### src/rtl/serial_sub_ctrl.sv
// Bit-serial subtract sequencer: computes a - b - bin one bit per clock, LSB first,
// through a single full-subtractor cell, with a start/busy/done handshake.
module serial_sub_ctrl #(
  parameter int WIDTH = 8
) (
  input  logic             clk,
  input  logic             rst_n,
  input  logic             start,
  input  logic [WIDTH-1:0] a,
  input  logic [WIDTH-1:0] b,
  input  logic             bin,
  output logic             busy,
  output logic             done,
  output logic [WIDTH-1:0] diff,
  output logic             bout
);

  localparam int CW = $clog2(WIDTH) + 1;
  localparam logic [CW-1:0] LAST = CW'(WIDTH - 1);

  typedef enum logic [1:0] {S_IDLE, S_RUN, S_DONE} state_e;

  state_e           state_q, state_d;
  logic [WIDTH-1:0] a_q, a_d, b_q, b_d, res_q, res_d, diff_q, diff_d;
  logic [CW-1:0]    cnt_q, cnt_d;
  logic             br_q, br_d, busy_q, busy_d, done_q, done_d, bout_q, bout_d;

  // Shared full-subtractor cell, always fed from the low end of the operand shifters.
  logic abit, bbit, dbit, br_nxt;
  always_comb begin
    abit   = a_q[0];
    bbit   = b_q[0];
    dbit   = abit ^ bbit ^ br_q;
    br_nxt = (~abit & bbit) | (~(abit ^ bbit) & br_q);
  end

  always_comb begin
    state_d = state_q;
    a_d     = a_q;
    b_d     = b_q;
    res_d   = res_q;
    cnt_d   = cnt_q;
    br_d    = br_q;
    busy_d  = busy_q;
    done_d  = 1'b0;
    diff_d  = diff_q;
    bout_d  = bout_q;
    unique case (state_q)
      S_IDLE: begin
        if (start) begin
          a_d     = a;
          b_d     = b;
          br_d    = bin;
          res_d   = '0;
          cnt_d   = '0;
          busy_d  = 1'b1;
          state_d = S_RUN;
        end
      end
      S_RUN: begin
        a_d            = a_q >> 1;
        b_d            = b_q >> 1;
        br_d           = br_nxt;
        // Result bits enter at the MSB so bit 0 lands at the LSB after WIDTH shifts.
        res_d          = res_q >> 1;
        res_d[WIDTH-1] = dbit;
        cnt_d          = cnt_q + CW'(1);
        if (cnt_q == LAST) begin
          state_d = S_DONE;
          done_d  = 1'b1;
          diff_d  = res_d;
          bout_d  = br_nxt;
        end
      end
      S_DONE: begin
        busy_d  = 1'b0;
        state_d = S_IDLE;
      end
      default: state_d = S_IDLE;
    endcase
  end

  always_ff @(posedge clk or negedge rst_n) begin
    if (!rst_n) begin
      state_q <= S_IDLE;
      a_q     <= '0;
      b_q     <= '0;
      res_q   <= '0;
      cnt_q   <= '0;
      br_q    <= 1'b0;
      busy_q  <= 1'b0;
      done_q  <= 1'b0;
      diff_q  <= '0;
      bout_q  <= 1'b0;
    end else begin
      state_q <= state_d;
      a_q     <= a_d;
      b_q     <= b_d;
      res_q   <= res_d;
      cnt_q   <= cnt_d;
      br_q    <= br_d;
      busy_q  <= busy_d;
      done_q  <= done_d;
      diff_q  <= diff_d;
      bout_q  <= bout_d;
    end
  end

  assign busy = busy_q;
  assign done = done_q;
  assign diff = diff_q;
  assign bout = bout_q;

endmodule

### config.mk
export PLATFORM = sky130hd
export DESIGN_NAME = serial_sub_ctrl
export DESIGN_NICKNAME = d
export VERILOG_FILES = /design/src/rtl/serial_sub_ctrl.sv
export SDC_FILE = /design/constraint.sdc
export NUM_CORES = 1
export LEC_CHECK = 0
export ABC_AREA = 1
export CORE_MARGIN = 3
export CORE_UTILIZATION = 45
export DETAILED_ROUTE_END_ITERATION = 6
export PLACE_DENSITY = 0.76
export RECOVER_POWER = 25
export SLEW_MARGIN = 20
export SYNTH_ARGS = -nofsm -noshare
export SYNTH_HDL_FRONTEND = slang
export SYNTH_SLANG_ARGS = --single-unit
### constraint.sdc
create_clock -name clk -period 1.25 [get_ports clk]
set_input_delay 0.3125 -clock clk [delete_from_list [all_inputs] [get_ports clk]]
set_output_delay 0.3125 -clock clk [all_outputs]
set_load 0.1 [all_outputs]
==> flow_summary.toml, run 1 <==
[die]
rows = 22
core_sq_um = 3800
start_util = 0.486
fp.dieArea_sq_um = 4910
die_h_um = 70.0
die_w_um = 70.0
io_pins = 31

[critical_path]
path_cells = "buf_12"
cp_num_buf_inv = 1
path_class = "reg -> out"
end_kind = "primary output"
cpLargestDelayFamily = "flip-flops"
worstReg2RegStart = "cnt_q[0]"
crit_path_top_delay_cell = "dfrtp_1"
crit_path_start_kind = "flop"
required_ps = 940
cp.arrival_ps = 900
r2r-end = "diff[7]"
r2r_cells = 6
rrSetupSlack_ps = 80
max_stage_delay_ps = 420
cp_max_fo = 2

[global_route]
grt_usage = 0.160
grt_pass1_vias = 1382
grt_pass1_wl_mm = 6.21
grt_max_degree = 42
antenna_found_initial = 0
grt_remaining_overflow = 0

[logic_synthesis]
ys_ff_latch = 41
synth_top_area_frac = 0.556
syn_area_per_cell_sq_um = 9.27
synth_top_area_cell = "dfrtp_1"
syn_nets = 221
syn_inst = 199
ys_types = 26
synth_top_cells_by_area = "dfrtp_1 56%, nand2_1 14%, nand3_1 8.7%"
ys_seq_area_frac = 0.556
synth_area_sq_um = 1850
yosys_warnings = 0

[finish]
layout.cells.most_common = "nand2_1"
num_antenna_cells = 0
final_core_util = 0.676
mostFrequentLayoutCells = "66 x nand2_1, 40 x dfrtp_1, 31 x nand3_1"
syn_to_final_growth_pct = 39.2
nets = 266
drive_gt1_frac = 0.208

[cts]
cts_tree = "built"
cts_root_buf = "clkbuf_8"
cts_max_level = 2
clockBufferDepth = 2
cts_buffers = 5
clkLatencyLatePin_ps = 300
clk_pin_slew_worst_paths_ps = 90
clock-sinks = 41

[hold_path]
hold_class = "reg -> reg"
whs_path_depth = 2
holdPathEnd = "diff[2]"
min_from = "res_q[3]"

[routing]
drc = 0
wl_mm = 3.61
drtIter0Drc = 106
avgViaCountPerCell = 4.87
via_count = 1428
dr.pass1.iters = 4
ant_nets = 0
drt-wirelength-per-cell_um = 12.3

[power_and_ir_drop]
cellLeakagePower_nw = 1.24
p_per_area_nw_per_um2 = 2850
ir_worst_vdd_v = 0.00129

[placed_design]
place.gp.congestion = 0.866
io_buffers = 30
dp_hpwl_mm = 2.46
pre_cts_ws_ps = -213

[sta]
timing.final.ws_setup_ps = 37.3
worst_slew_pin_slew_ps = 545
clock.fmax_mhz = 825
hold_viol = 0
whs_ps = 472
setup-tns-final_ps = 0
min_period_over_period = 0.970
drv_slew = 0
clock_skew_ps = 9.21
finalCriticalPeriod_ps = 1210
rsz0062_at_grt = "true"
maxSlewHeadroom = 0.637
setup_viol = 0

[run]
max-cap-violations = 0

[run_status]
status = "finished, final reports clean"
[synth_stat cells, drive strengths merged]
cell type	n
o21ai	6
o22ai	5
a21oi	1
inv	16
buf	7
ha	1
nand2	72
nand4	1
nand3b	3
nand3	32
nor2	13
dfrtp	41
fa	1
[power by group]
| group | internal [W] | switching [W] | total [W] |
|---|---|---|---|
| sequential | 0.00189 | 0.000419 | 0.00231 |
| combinational | 0.00144 | 0.00227 | 0.00371 |
| clock | 0.000804 | 0.000492 | 0.00130 |
| total | 0.00413 | 0.00318 | 0.00731 |
[worst max-delay path by stage]
stage / start / to / slack, ps / depth (start not counted)
floorplan: bout / bout / 40 / 0
global placement: start / a_q[5] / -160 / 6
detailed placement: start / a_q[6] / -210 / 6
CTS: cnt_q[0] / diff[7] / 20 / 6
global route: cnt_q[1] / diff[4] / -20 / 6
finish: diff[5] / diff[5] / 40 / 1
[registers in the layout, indices dropped and copies added (netlist names)]
register / flops
a_q: 8
b_q: 8
diff: 8
res_q: 7
cnt_q: 4
state_q: 2
bout: 1
br_q: 1
busy: 1
done: 1
[routing by layer]
metal	wire [um]	up-vias	share of wire	global-route usage
li1	-	728	-	-
met1	1640	670	0.45	0.198
met2	1790	26	0.49	0.263
met3	147	4	0.041	0.0432
met4	42	0	0.012	0.0660
met5	0	-	0	0
[cell type report]
cell class | instances | area (sq um)
sequential | 41 | 1030
clock inverter | 3 | 68.8
clock buffer | 5 | 68.8
fill | 300 | 1230
multi-input combinational | 136 | 712
inverter | 16 | 65.1
tap | 48 | 60.1
timing repair buffer | 44 | 567
[metrics by stage]
stage               instance area [sq um]  instances  power [W]
floorplan                            1850        199    0.00473
global placement                     2380        282    0.00585
detailed placement                   2380        282    0.00592
CTS                                  2540        292    0.00725
global route                         2570        293    0.00776
finish                               2570        293    0.00731
[what timing repair did]
action	CTS	global route
hold endpoints to repair	41	0
pin swaps	1	3
resized for setup	2	7
buffers inserted	0	1
gates cloned	1	0
hold buffers	1	0
setup endpoints to repair	9	14
[logic make-up after synthesis]
group,share of synthesized area
AOI/OAI and AO/OA,0.0400
adders and majority gates,0.0176
buffers and inverters,0.0793
DFF,0.556
and+or+nand+nor,0.307
Note: power is estimated with default switching activity, not from simulation.
==> run 2: changes to the inputs <==
--- a/config.mk
+++ b/config.mk
@@ -9,8 +9,10 @@
 export CORE_MARGIN = 3
 export CORE_UTILIZATION = 45
 export DETAILED_ROUTE_END_ITERATION = 6
+export GPL_ROUTABILITY_DRIVEN = 0
 export PLACE_DENSITY = 0.76
-export RECOVER_POWER = 25
+export RECOVER_POWER = 100
+export REMOVE_ABC_BUFFERS = 1
 export SLEW_MARGIN = 20
 export SYNTH_ARGS = -nofsm -noshare
 export SYNTH_HDL_FRONTEND = slang
==> run 2 against run 1 <==
Sequential share of layout area increased by 0.73 points. Core utilization decreased by 1.2 points. Worst setup slack got worse by 43 ps. Sequential power about the same. Fmax decreased by 3.4%. The flow now finishes with violations (setup timing). Cell count unchanged. Register-to-register slack got worse by 90 ps. Non-clock buffer count unchanged. Clock skew decreased by 5.1 ps.
==> flow_summary.toml, run 2 (synthesis results as in run 1) <==
[run_status]
status = "complete, but fails checks"
violations = "setup timing"

[routing]
ant_nets = 0
drt-wirelength-per-cell_um = 14.1
avgViaCountPerCell = 5.14
drc = 0
drtIter0Drc = 108
via_count = 1506
dr.pass1.iters = 4
wl_mm = 4.14

[cts]
clockBufferDepth = 2
cts_root_buf = "clkbuf_8"
clkLatencyLatePin_ps = 290
clk_pin_slew_worst_paths_ps = 80
cts_max_level = 2
cts_tree = "built"
cts_buffers = 5
clock-sinks = 41

[global_route]
grt_usage = 0.180
grt_pass1_wl_mm = 6.89
grt_max_degree = 28
antenna_found_initial = 0
grt_pass1_vias = 1470
grt_remaining_overflow = 0

[placed_design]
pre_cts_ws_ps = -191
io_buffers = 30
dp_hpwl_mm = 2.79

[critical_path]
end_kind = "flop"
path_class = "reg -> reg"
cp_max_fo = 10
cp.arrival_ps = 1490
crit_path_start_kind = "flop"
required_ps = 1480

[hold_path]
hold_class = "reg -> reg"

[sta]
hold_viol = 0
setup-tns-final_ps = -5.58
clock.fmax_mhz = 796
maxSlewHeadroom = 0.716
whs_ps = 474
min_period_over_period = 1.00
timing.final.ws_setup_ps = -5.58
finalCriticalPeriod_ps = 1260
drv_slew = 0
setup_viol = 1
rsz0062_at_grt = "true"
worst_slew_pin_slew_ps = 426
clock_skew_ps = 4.09

[finish]
nets = 266
ff_latch_area_sq_um = 1030
num_antenna_cells = 0
syn_to_final_growth_pct = 36.7
fillers = 293
drive_gt1_frac = 0.200
mostFrequentLayoutCells = "67 x nand2_1, 40 x dfrtp_1, 32 x nand3_1"
layout.cells.most_common = "nand2_1"
multi_input_area_sq_um = 694

[die]
fp.dieArea_sq_um = 4910
io_pins = 31
die_w_um = 70.0
rows = 22
core_sq_um = 3800
start_util = 0.486
die_h_um = 70.0

[power_and_ir_drop]
p_per_area_nw_per_um2 = 2870
total_power_w = 0.00724
ir_worst_vdd_v = 0.00147
cellLeakagePower_nw = 1.23

[run]
max-cap-violations = 0
==> run 2: path summary, 6_finish.rpt <==
| check | start | endpoint | slack, ps | cells after the start |
|---|---|---|---|---|
| setup reg to reg | cnt_q[0] | diff[2] | -6 | 5 |
| hold / removal | res_q[6] | diff[5] | 470 | 2 |
| max in group asynchronous | rst_n | state_q[0] | 170 | 3 |
| hold reg to reg | res_q[6] | diff[5] | 470 | 2 |
| setup / recovery | cnt_q[0] | diff[2] | -6 | 5 |
| min in group asynchronous | rst_n | diff[3] | 490 | 2 |
==> run 2: final cells by class <==
cell class                 count  share of cell area
clock buffer                   5              0.0273
multi-input combinational    136               0.275
clock inverter                 3              0.0258
timing repair buffer          44               0.215
sequential                    41               0.407
inverter                      16              0.0258
tap                           48              0.0238
==> run 2: worst max-delay path, stage by stage, from the launching register on <==
cell     delay [ps]
dfrtp_1         370
ha_2            210
nand3_1         210
nor2_8          230
nand2_1         110
nand2_1          70
==> run 2: where the power goes <==
part           internal [W]  switching, W  total (W)  leakage, nW
combinational       0.00138       0.00230    0.00367        0.637
sequential          0.00189      0.000431    0.00232        0.521
clock              0.000793      0.000455    0.00125       0.0681
total               0.00406       0.00318    0.00724         1.23
==> run 2: repair_timing <==
item,4_1_cts,5_1_grt
hold endpoints to repair,14,0
setup buffers,0,0
endpoints found under the setup margin,0,11
hold buffers,1,0
gates resized for setup,0,6
==> run 2: stage by stage <==
step	instances	area, sq um	utilization
global placement	283	2360	0.623
floorplan	192	1760	-
CTS	292	2510	0.660
global route	293	2520	0.664
finish	293	2520	0.664
detailed placement	283	2360	0.623
==> run 2: per-layer routing <==
layer  vias to the layer above  track usage  wire, um
li1                        727            -         -
met1                       729        0.231      1780
met2                        44        0.299      2080
met3                         6       0.0518       231
met4                         0       0.0447        45
met5                         -            0         0
